$ cat config.mk
export PLATFORM = sky130hd
export DESIGN_NAME = if_stage
export DESIGN_NICKNAME = d
export VERILOG_FILES = /design/src/rtl/if_stage.sv
export SDC_FILE = /design/constraint.sdc
export NUM_CORES = 1
export LEC_CHECK = 0
export BUFFER_PORTS_ARGS = -buffer_cell sky130_fd_sc_hd__buf_2
export CORE_MARGIN = 2
export CORE_UTILIZATION = 45
export CTS_CLUSTER_SIZE = 8
export DETAILED_ROUTE_END_ITERATION = 7
export GPL_ROUTABILITY_DRIVEN = 0
export PLACE_DENSITY = 0.71
export SETUP_SLACK_MARGIN = 0.2
export SLEW_MARGIN = 10
export SYNTH_ARGS = -nofsm -noshare
export SYNTH_HDL_FRONTEND = slang
export SYNTH_SLANG_ARGS = --single-unit
$ cat constraint.sdc
create_clock -name clk_i -period 5.2 [get_ports clk_i]
set_input_delay 0.52 -clock clk_i [delete_from_list [all_inputs] [get_ports clk_i]]
set_output_delay 0.52 -clock clk_i [all_outputs]
set_load 0.05 [all_outputs]
$ cat src/rtl/if_stage.sv
// Instruction-fetch stage of the 5-stage pipelined RISC-V core.
//
// Owns the PC register and the IF/ID pipeline register. It applies the ID stage's
// stall (load-use hold) and flush (taken-branch redirect plus bubble) requests, and
// keeps saturating counters of the stall and flush events it has applied.
//
// Ports:
//   clk_i          rising-edge clock
//   rst_i          asynchronous, active-high reset
//   start_i        run enable; when low, every register holds
//   stall_i        hold PC and IF/ID for this cycle
//   flush_i        redirect PC to branch_addr_i and bubble IF/ID (beats stall_i)
//   branch_addr_i  branch target from ID; the low two bits are ignored
//   instr_i        instruction-memory read data for instr_addr_o (combinational memory)
//   instr_addr_o   instruction-memory address (the PC register)
//   pc_o           current PC register
//   ifid_addr_o    PC of the instruction held in IF/ID
//   ifid_instr_o   instruction held in IF/ID
//   ifid_valid_o   IF/ID holds a real fetched instruction (0 for a bubble)
//   stall_cnt_o    saturating count of applied stall cycles
//   flush_cnt_o    saturating count of applied flush cycles
module if_stage #(
  parameter logic [31:0] RESET_PC  = 32'h0000_0000,
  parameter logic [31:0] NOP_INSTR = 32'h0000_0000,
  parameter int unsigned CNT_W     = 32
) (
  input  logic             clk_i,
  input  logic             rst_i,
  input  logic             start_i,
  input  logic             stall_i,
  input  logic             flush_i,
  input  logic [31:0]      branch_addr_i,
  input  logic [31:0]      instr_i,
  output logic [31:0]      instr_addr_o,
  output logic [31:0]      pc_o,
  output logic [31:0]      ifid_addr_o,
  output logic [31:0]      ifid_instr_o,
  output logic             ifid_valid_o,
  output logic [CNT_W-1:0] stall_cnt_o,
  output logic [CNT_W-1:0] flush_cnt_o
);

  localparam logic [CNT_W-1:0] CntOne = CNT_W'(1);

  logic [31:0]      r_pc;
  logic [31:0]      r_ifid_addr;
  logic [31:0]      r_ifid_instr;
  logic             r_ifid_valid;
  logic [CNT_W-1:0] r_stall_cnt;
  logic [CNT_W-1:0] r_flush_cnt;

  // Counters stop at all-ones rather than wrapping.
  logic w_stall_sat;
  logic w_flush_sat;
  assign w_stall_sat = &r_stall_cnt;
  assign w_flush_sat = &r_flush_cnt;

  always_ff @(posedge clk_i or posedge rst_i) begin
    if (rst_i) begin
      r_pc         <= RESET_PC;
      r_ifid_addr  <= 32'h0000_0000;
      r_ifid_instr <= NOP_INSTR;
      r_ifid_valid <= 1'b0;
      r_stall_cnt  <= '0;
      r_flush_cnt  <= '0;
    end else if (start_i) begin
      if (flush_i) begin
        // Redirect wins over a simultaneous stall; the stall is not counted.
        r_pc         <= {branch_addr_i[31:2], 2'b00};
        r_ifid_addr  <= 32'h0000_0000;
        r_ifid_instr <= NOP_INSTR;
        r_ifid_valid <= 1'b0;
        if (!w_flush_sat) begin
          r_flush_cnt <= r_flush_cnt + CntOne;
        end
      end else if (stall_i) begin
        if (!w_stall_sat) begin
          r_stall_cnt <= r_stall_cnt + CntOne;
        end
      end else begin
        r_pc         <= r_pc + 32'd4;
        r_ifid_addr  <= r_pc;
        r_ifid_instr <= instr_i;
        r_ifid_valid <= 1'b1;
      end
    end
  end

  assign instr_addr_o = r_pc;
  assign pc_o         = r_pc;
  assign ifid_addr_o  = r_ifid_addr;
  assign ifid_instr_o = r_ifid_instr;
  assign ifid_valid_o = r_ifid_valid;
  assign stall_cnt_o  = r_stall_cnt;
  assign flush_cnt_o  = r_flush_cnt;

endmodule

==> impl_metrics.tcl, run 1 <==
set metrics [dict create \
    rsz0062_at_grt "false" \
    final_cell_mix "buf_2, nand2_1, dfrtp_1, o21ai_0, nand3_1" \
    hold_class "in -> async" \
    die_h_um 136 \
    r2r_slack_ns 2.99 \
    synth.distinct_cells 59 \
    cp.required_ns 5.55 \
    die_w_um 136 \
    gr-usage-all-layers 0.229 \
    io_pins 262 \
    post_cts_resized 0 \
    port_buffers 255 \
    vias_per_cell 5.38 \
    fmax_mhz 388 \
    p_total_mw 3.86 \
    synth-seq-cells 158 \
    grt_pass1_wl_um 33400 \
    drive_gt1_frac 0.303 \
    rows 48 \
    max-cap-violations 0 \
    fin_crit_ns 2.58 \
    leakage_nw 4.73 \
    cts.htree.levels 4 \
    first_global_vias 6361 \
    finalHoldViolCount 0 \
    ys_seq_area_frac 0.504 \
    first_pass_iters 5 \
    dieArea_mm2 0.0185 \
    core_area_mm2 0.0172 \
    tightestPinTransition_ns 1.03 \
    final_common_cell "buf_2" \
    hpwl_um 14900 \
    status "finished clean" \
    start_util 0.457 \
    totalWireLength_um 21100 \
    clockBufferDepth 2 \
    final-setup-viol-count 0 \
    clkLatencyLatePin_ns 0.43 \
    synth_warnings 0 \
    synthesis.area_mm2 0.00785 \
    synthArstFlopShare 1.00 \
    cts_root_buf "clkbuf_16" \
    p_per_area_mw_per_mm2 401 \
    grt_max_degree 121 \
    drv_slew 0 \
    vias 6875 \
    post_drt_wl_per_cell_um 16.5 \
    endpoint_kind "flip-flop" \
    post_cts_buffers 0 \
    slew_headroom 0.314 \
    worstPathArrival_ns 2.93 \
    numCtsBuffers 17 \
    drc 0 \
    antenna_found_initial 2 \
    tritoncts "done" \
    synth_area_leaders "dfrtp_1, nand2_1, o21ai_0" \
    syn_inst 832 \
    synth.largest_area_cell "dfrtp_1" \
    yosys.area.top_type_share 0.504 \
    tns_ns 0 \
    critical_path_peak_fanout 48 \
    synth-edff-count 0 \
    dr.first_iter.drc_count 401 \
    antenna_left 0 \
    finalNetCount 1109 \
    period_share 0.496 \
    synth.avg_cell_area_um2 9.43 \
    vdd_drop_max_mv 0.223 \
    ctsHoldBuffers 0 \
    clock_skew_ns 0.00607 \
    clock-sinks 158 \
    cp-start-kind "input port" \
    clkTransAtPathRegs_ns 0.07 \
    ys.flop_type "dfrtp_1" \
    syn_to_final_growth_pct 22.4 \
    path_class "in -> reg" \
    gr-total-overflow 0 \
]
## routing by layer
| layer | GRT usage | wire (µm) | share of wire |
|---|---|---|---|
| met1 | 0.321 | 9490 | 0.45 |
| met2 | 0.354 | 9720 | 0.46 |
| met3 | 0.0500 | 1520 | 0.072 |
| met4 | 0.0747 | 378 | 0.018 |
| met5 | 0 | 0 | 0 |
## where the power goes
part	switching (mW)	internal [mW]	leakage (nW)	total, mW
Clock	0.539	0.665	0.264	1.20
Combinational	0.882	0.247	2.41	1.13
Sequential	0.164	1.36	2.05	1.52
## final timing paths
path | endpoint | cells after the start | start
setup / recovery | flush_cnt_o[29] | 6 | start_i
hold / removal | ifid_instr_o[28] | 2 | rst_i
setup reg to reg | instr_addr_o[21] | 4 | instr_addr_o[15]
hold reg to reg | ifid_addr_o[25] | 2 | ifid_addr_o[25]
max in group asynchronous | ifid_addr_o[30] | 3 | rst_i
min in group clk_i | instr_addr_o[17] | 3 | branch_addr_i[17]
## state kept, by name (all words and copies together) (netlist names)
register,count
ifid_valid_o,1
instr_addr_o,30
stall_cnt_o,32
ifid_instr_o,32
flush_cnt_o,32
ifid_addr_o,31
## critical path, stage by stage
cell      delay [ns]
buf_2           0.67
nand2_1         0.41
nor2_1          0.54
o311ai_1        0.31
nor3_1          0.31
xor2_1          0.17
## cell families (layout without fill, tap and decap cells)
family | Yosys count | count (layout) | share of synthesized area
DFF | 158 | 158 | 0.504
muxes | 6 | 6 | 0.00845
buffers and inverters | 85 | 300 | 0.0587
xor gates and xnor gates | 59 | 59 | 0.0658
adders and majority gates | 3 | 3 | 0.00478
AOI/OAI and AO/OA | 164 | 164 | 0.123
other | 1 | 6 | 0.000478
and+or+nand+nor | 356 | 356 | 0.235
## cell type report
cell class,count,area (µm²)
inverters,9,38.8
multi-input cells,592,3460
well taps,225,282
flip-flops and latches,158,3950
fillers,1571,7570
diodes,2,5.00
repair buffers,259,1310
clock inverters,15,138
clock buffers,17,425
## per-stage QoR
stage	area (µm²)	util	hold slack, ns	setup slack (ns)	cells
3_3_place_gp	9040	0.526	0.456	2.28	1243
6_report	9610	0.559	0.000311	2.62	1277
4_1_cts	9600	0.559	0.00115	2.68	1275
3_5_place_dp	9040	0.526	0.456	2.23	1243
5_1_grt	9610	0.559	0.0103	2.38	1277
2_1_floorplan	7860	-	0.636	0.417	835
## cells in the mapped netlist, types with 7 or more instances
cell type,n
clkbuf_1,31
nor2b_1,7
o22ai_1,8
nand2_1,166
nor2_1,24
a21oi_1,36
xnor2_1,45
buf_4,35
buf_2,8
inv_1,9
nand3_1,49
o21ai_0,79
and4_1,15
a31oi_1,9
nor3_1,12
and2_1,10
and3_1,17
dfrtp_1,158
nand4_1,28
xor2_1,14
No activity file was read; power rests on OpenSTA's default activity.
==> run 2: changes to the inputs <==
--- a/config.mk
+++ b/config.mk
@@ -5,13 +5,14 @@
 export SDC_FILE = /design/constraint.sdc
 export NUM_CORES = 1
 export LEC_CHECK = 0
+export ABC_AREA = 1
 export BUFFER_PORTS_ARGS = -buffer_cell sky130_fd_sc_hd__buf_2
 export CORE_MARGIN = 2
 export CORE_UTILIZATION = 45
 export CTS_CLUSTER_SIZE = 8
 export DETAILED_ROUTE_END_ITERATION = 7
 export GPL_ROUTABILITY_DRIVEN = 0
-export PLACE_DENSITY = 0.71
+export PLACE_DENSITY = 0.69
 export SETUP_SLACK_MARGIN = 0.2
 export SLEW_MARGIN = 10
 export SYNTH_ARGS = -nofsm -noshare
==> constraint.sdc (replaced) <==
create_clock -name clk_i -period 2.4 [get_ports clk_i]
set_input_delay 0.24 -clock clk_i [delete_from_list [all_inputs] [get_ports clk_i]]
set_output_delay 0.24 -clock clk_i [all_outputs]
set_load 0.05 [all_outputs]
==> run 2 against run 1 <==
Via count grew 26%. Synthesized cell count is 45% higher. First-iteration DRC count is 53% higher. Critical path type is now reg -> reg. Critical endpoint is now instr_addr_o[24]. Largest cell class is now multi-input gates. Highest routed layer is now met5.
==> impl_metrics.tcl, run 2 <==
set metrics [dict create \
    post_cts_buffers 0 \
    clock-sinks 158 \
    hpwl_um 18700 \
    multi_input_area_mm2 0.00417 \
    rsz0062_at_grt "false" \
    period_share 0.821 \
    path_depth 8 \
    cp_top_family "simple AND/OR/NAND/NOR gates" \
    fill_cells 1918 \
    synth-seq-cells 158 \
    p_per_area_mw_per_mm2 741 \
    leakage_nw 5.70 \
    r2r_slack_ns 0.43 \
    synth_common_cells "nand2_1, dfrtp_1, nor2_1" \
    vias 8658 \
    gr-usage-all-layers 0.245 \
    max-cap-violations 0 \
    ff_latch_area_mm2 0.00395 \
    drc 0 \
    io_pins 262 \
    fmax_mhz 507 \
    finalInstanceArea_mm2 0.0109 \
    crit_path_cell_trace "ha_1 -> nand2_1 -> nor2_1 -> nand2_1 -> nor2_4 -> nand2_1 -> o21bai_1 -> nand3_1" \
    dieArea_mm2 0.0209 \
    tritoncts "done" \
    whs_path_depth 2 \
    placed_cell_area_mm2 0.0102 \
    synth.largest_area_cell "dfrtp_1" \
    start_util 0.457 \
    clkLatencyLatePin_ns 0.42 \
    grt_pass1_wl_um 40300 \
    cp-start-kind "flip-flop" \
    synth.avg_cell_area_um2 7.39 \
    clockBufferDepth 2 \
    ys.flop_type "dfrtp_1" \
    dr.first_iter.drc_count 613 \
    crit_slowest_cell "dfrtp_1" \
    synth_area_leaders "dfrtp_1, nand2_1, nor2_1" \
    gr-total-overflow 0 \
    clkTransAtPathRegs_ns 0.07 \
    final_common_cell "nand2_1" \
    yosys.area.top_type_share 0.444 \
    final_cell_mix "nand2_1, buf_2, dfrtp_1, nor2_1, inv_1" \
    dp_cells 1673 \
    die_w_um 145 \
    r2r_cells 8 \
    totalWireLength_um 25600 \
    finalNetCount 1500 \
    synth_warnings 0 \
    critical_path_peak_fanout 10 \
    tns_ns 0 \
    core_area_mm2 0.0195 \
    rows 51 \
    path_class "reg -> reg" \
    crit_path_frequent_cell "nand2_1" \
    drv_slew 0 \
    fin_cells 1708 \
    slowest_delay_ns 0.47 \
    post_drt_wl_per_cell_um 15.0 \
    grt_max_degree 45 \
    synth-edff-count 0 \
    first_global_vias 7869 \
    tightestPinTransition_ns 0.676 \
    fin_crit_ns 1.97 \
    synthArstFlopShare 1.00 \
    synthesis.area_mm2 0.00890 \
    syn_inst 1205 \
    endpoint_kind "flip-flop" \
    worstPathArrival_ns 2.27 \
    first_pass_iters 5 \
    cts_root_buf "clkbuf_16" \
    clock_skew_ns 0.0132 \
    cp.required_ns 2.70 \
    status "finished clean" \
    finalHoldViolCount 0 \
    synth.distinct_cells 34 \
    cts.htree.levels 4 \
    post_cts_resized 0 \
    port_buffers 255 \
    antenna_left 0 \
    ys_seq_area_frac 0.444 \
    vias_per_cell 5.07 \
    hold_class "in -> reg" \
    cp.buffers_inverters 0 \
    slew_headroom 0.548 \
    die_h_um 145 \
    synth_most_common_cell "nand2_1" \
    numCtsBuffers 17 \
    antenna_found_initial 3 \
    vdd_drop_max_mv 0.433 \
    syn_to_final_growth_pct 21.9 \
    drive_gt1_frac 0.226 \
    final-setup-viol-count 0 \
]
## run 2: changes by cell type after synthesis, sizes merged, moves of 27 or more
cell,previous run,this run
nor2,24,146
xnor2,45,10
o21ai,80,35
a22oi,1,28
inv,9,89
nand2,166,494
a21oi,36,1
a22o,2,35
## run 2: per-stage QoR
step,setup slack [ns],util,total power [mW],hold slack [ns]
3_3_place_gp,0.481,0.526,5.27,0.299
2_1_floorplan,0.159,-,4.81,0.373
3_5_place_dp,0.449,0.526,5.30,0.291
6_report,0.429,0.558,8.04,0.0293
4_1_cts,0.436,0.557,8.12,0.0147
5_1_grt,0.240,0.558,8.38,0.0216
## run 2: worst register-to-register path: stages, from the launching register on
cell and delay, ns:
dfrtp_1 0.47, ha_1 0.28, nand2_1 0.07, nor2_1 0.17
nand2_1 0.21, nor2_4 0.28, nand2_1 0.15, o21bai_1 0.14
nand3_1 0.08
## run 2: worst paths after layout
path,from,end
setup reg to reg,instr_addr_o[3],instr_addr_o[24]
min in group asynchronous,rst_i,flush_cnt_o[12]
max in group asynchronous,rst_i,stall_cnt_o[7]
hold / removal,instr_i[19],ifid_instr_o[19]
hold reg to reg,ifid_valid_o,ifid_valid_o
setup / recovery,instr_addr_o[3],instr_addr_o[24]
## run 2: per-layer routing
metal  global-route usage  part of all wire  up-vias
met5                    0           0.00051        -
met4               0.0792             0.023        2
met3               0.0589             0.067       39
met2                0.396              0.47      311
met1                0.326              0.44     4039
li1                     -                 -     4267
## run 2: report_power, final
part           internal [mW]  leakage, nW  total (mW)  switching, mW
clock network           1.62        0.300        2.80           1.18
logic                  0.469         3.29        2.06           1.59
registers               2.88         2.12        3.18          0.304
total                   4.97         5.70        8.04           3.07
## run 2: what timing repair did
action / CTS / global route
hold buffers: 1 / 0
endpoints found under the setup margin: 0 / 0
hold endpoints to repair: 13 / 0
## run 2: layout make-up
| class | count | share of cell area |
|---|---|---|
| tap | 265 | 0.0306 |
| antenna | 2 | 0.000461 |
| inverter | 89 | 0.0318 |
| clock buffer | 19 | 0.0417 |
| timing repair buffer | 270 | 0.133 |
| clock inverter | 13 | 0.0143 |
| multi-input combinational | 892 | 0.384 |
| sequential | 158 | 0.364 |
## run 2: kinds of logic after synthesis
family                     share of synthesized area
adders and majority gates                    0.00422
AOI/OAI and AO/OA                             0.0848
xor gates and xnor gates                      0.0266
and+or+nand+nor                                0.350
other                                       0.000421
DFF                                            0.444
buffers and inverters                         0.0901
==> run 3: changes to the inputs <==
==> constraint.sdc (replaced) <==
create_clock -name clk_i -period 1.85 [get_ports clk_i]
set_input_delay 0.185 -clock clk_i [delete_from_list [all_inputs] [get_ports clk_i]]
set_output_delay 0.185 -clock clk_i [all_outputs]
set_load 0.05 [all_outputs]
==> run 3 against run 2 <==
First-iteration DRC count up 1.8%. Routed wire length up 9.0%. Clock power up 23%. Non-clock buffer count up 94. Clock skew about the same. Global-route usage up 1.0 points. Critical path depth up 2. Cell count up 5.9%. Setup slack worse by 0.23 ns. Combinational power up 47%. Via count up 6.7%. Sequential power up 29%.
==> impl_metrics.tcl, run 3 (same netlist as run 2, synthesis figures left out) <==
set metrics [dict create \
    status "finished clean" \
    clkTransAtPathRegs_ns 0.07 \
    clockBufferDepth 2 \
    fmax_mhz 604 \
    worstPathArrival_ns 2.02 \
    slew_headroom 0.639 \
    path_class "reg -> reg" \
    vias 9236 \
    cp.buffers_inverters 2 \
    first_pass_iters 7 \
    dr.first_iter.drc_count 624 \
    fill_cells 1688 \
    tritoncts "done" \
    clock_skew_ns 0.0128 \
    start_util 0.457 \
    vias_per_cell 5.11 \
    die_h_um 145 \
    hold_class "in -> reg" \
    worstHoldStart "branch_addr_i[19]" \
    fin_cells 1808 \
    dp_cells 1696 \
    finalNetCount 1600 \
    antenna_left 0 \
    grt_max_degree 93 \
    p_total_mw 10.6 \
    cp-start-kind "flip-flop" \
    max-cap-violations 0 \
    utilization 0.622 \
    antenna_found_initial 3 \
    finalInstanceArea_mm2 0.0121 \
    place_ws_ns 0.0918 \
    die_w_um 145 \
    grt_pass1_wl_um 42000 \
    drv_slew 0 \
    dieArea_mm2 0.0209 \
    placed_cell_area_mm2 0.0104 \
    numCtsBuffers 17 \
    syn_to_final_growth_pct 36.0 \
    period_share 0.895 \
    crit_slowest_cell "dfrtp_1" \
    rows 51 \
    crit_path_cell_trace "ha_4 -> inv_2 -> nor2_4 -> nand2_4 -> nor2_4 -> nand2_4 -> nand2_8 -> clkbuf_16 -> nand2_1 -> nand2_1" \
    final_cell_mix "nand2_1, buf_2, dfrtp_1, nor2_1, inv_1" \
    clock-sinks 158 \
    gr-total-overflow 0 \
    tns_ns 0 \
    first_global_vias 8233 \
    hpwl_um 18700 \
    slowest_delay_ns 0.44 \
    core_area_mm2 0.0195 \
    drc 0 \
    cp.required_ns 2.21 \
    finalHoldViolCount 0 \
    layout_setup_ws_ns 0.194 \
    p_per_area_mw_per_mm2 874 \
    vdd_drop_max_mv 0.568 \
    startpoint "flush_cnt_o[1]" \
    endpoint_kind "flip-flop" \
    tightestPinTransition_ns 0.541 \
    holdWs_ns 0.0162 \
    cp_top_family "simple AND/OR/NAND/NOR gates" \
    critical_path_peak_fanout 7 \
    gr-usage-all-layers 0.256 \
    totalWireLength_um 27900 \
    io_pins 262 \
    final-setup-viol-count 0 \
    post_drt_wl_per_cell_um 15.4 \
    port_buffers 255 \
    fin_crit_ns 1.66 \
    drive_gt1_frac 0.302 \
    leakage_nw 6.23 \
    clkLatencyLatePin_ns 0.43 \
    regToRegStartpoint "flush_cnt_o[1]" \
    cts.htree.levels 4 \
    rsz0062_at_grt "true" \
    final_common_cell "nand2_1" \
    cts_root_buf "clkbuf_16" \
]
-- run 3: power by group --
group | internal [mW] | total [mW] | switching [mW]
registers | 3.74 | 4.10 | 0.365
clock network | 1.79 | 3.45 | 1.66
logic | 0.821 | 3.03 | 2.21
total | 6.35 | 10.6 | 4.23
-- run 3: cell type report --
cell class / count / area (µm²) / area share
timing repair buffer: 364 / 2390 / 0.198
tap: 265 / 332 / 0.0274
clock inverter: 15 / 148 / 0.0122
inverter: 89 / 390 / 0.0323
antenna: 2 / 5.00 / 0.000413
timing repair inverter: 4 / 45.0 / 0.00372
multi-input combinational: 894 / 4370 / 0.361
sequential: 158 / 4000 / 0.331
clock buffer: 17 / 425 / 0.0351
-- run 3: worst paths after layout --
kind / end / slack (ns) / depth (start not counted)
max: flush_cnt_o[21] / 0.19 / 10
min: instr_addr_o[19] / 0.02 / 3
max reg2reg: flush_cnt_o[21] / 0.19 / 10
min reg2reg: ifid_valid_o / 0.48 / 2
max in group asynchronous: instr_addr_o[4] / 0.96 / 4
min in group asynchronous: stall_cnt_o[24] / 0.29 / 3
-- run 3: metal layers --
metal  vias up  part of all wire  global-route usage
li1       4476                 -                   -
met1      4341              0.44               0.349
met5         -           0.00047                   0
met3        39             0.071              0.0493
met2       378              0.47               0.409
met4         2             0.018              0.0869
-- run 3: worst register-to-register path, delay by kind of cell (launching register included) --
kind                     cells  cell delay [ns]
buffers and inverters        2             0.24
flip-flops                   1             0.44
AND/OR/NAND/NOR              7             0.75
adder cells (fa/ha/maj)      1             0.18
-- run 3: timing repair --
item                                   in CTS  in global routing
endpoints found under the hold margin      46                  0
setup buffers                               6                 21
gates cloned                                0                 12
setup endpoints to repair                  67                 79
hold buffers                               39                  0
resized for setup                          10                 95
pin swaps                                   2                 29
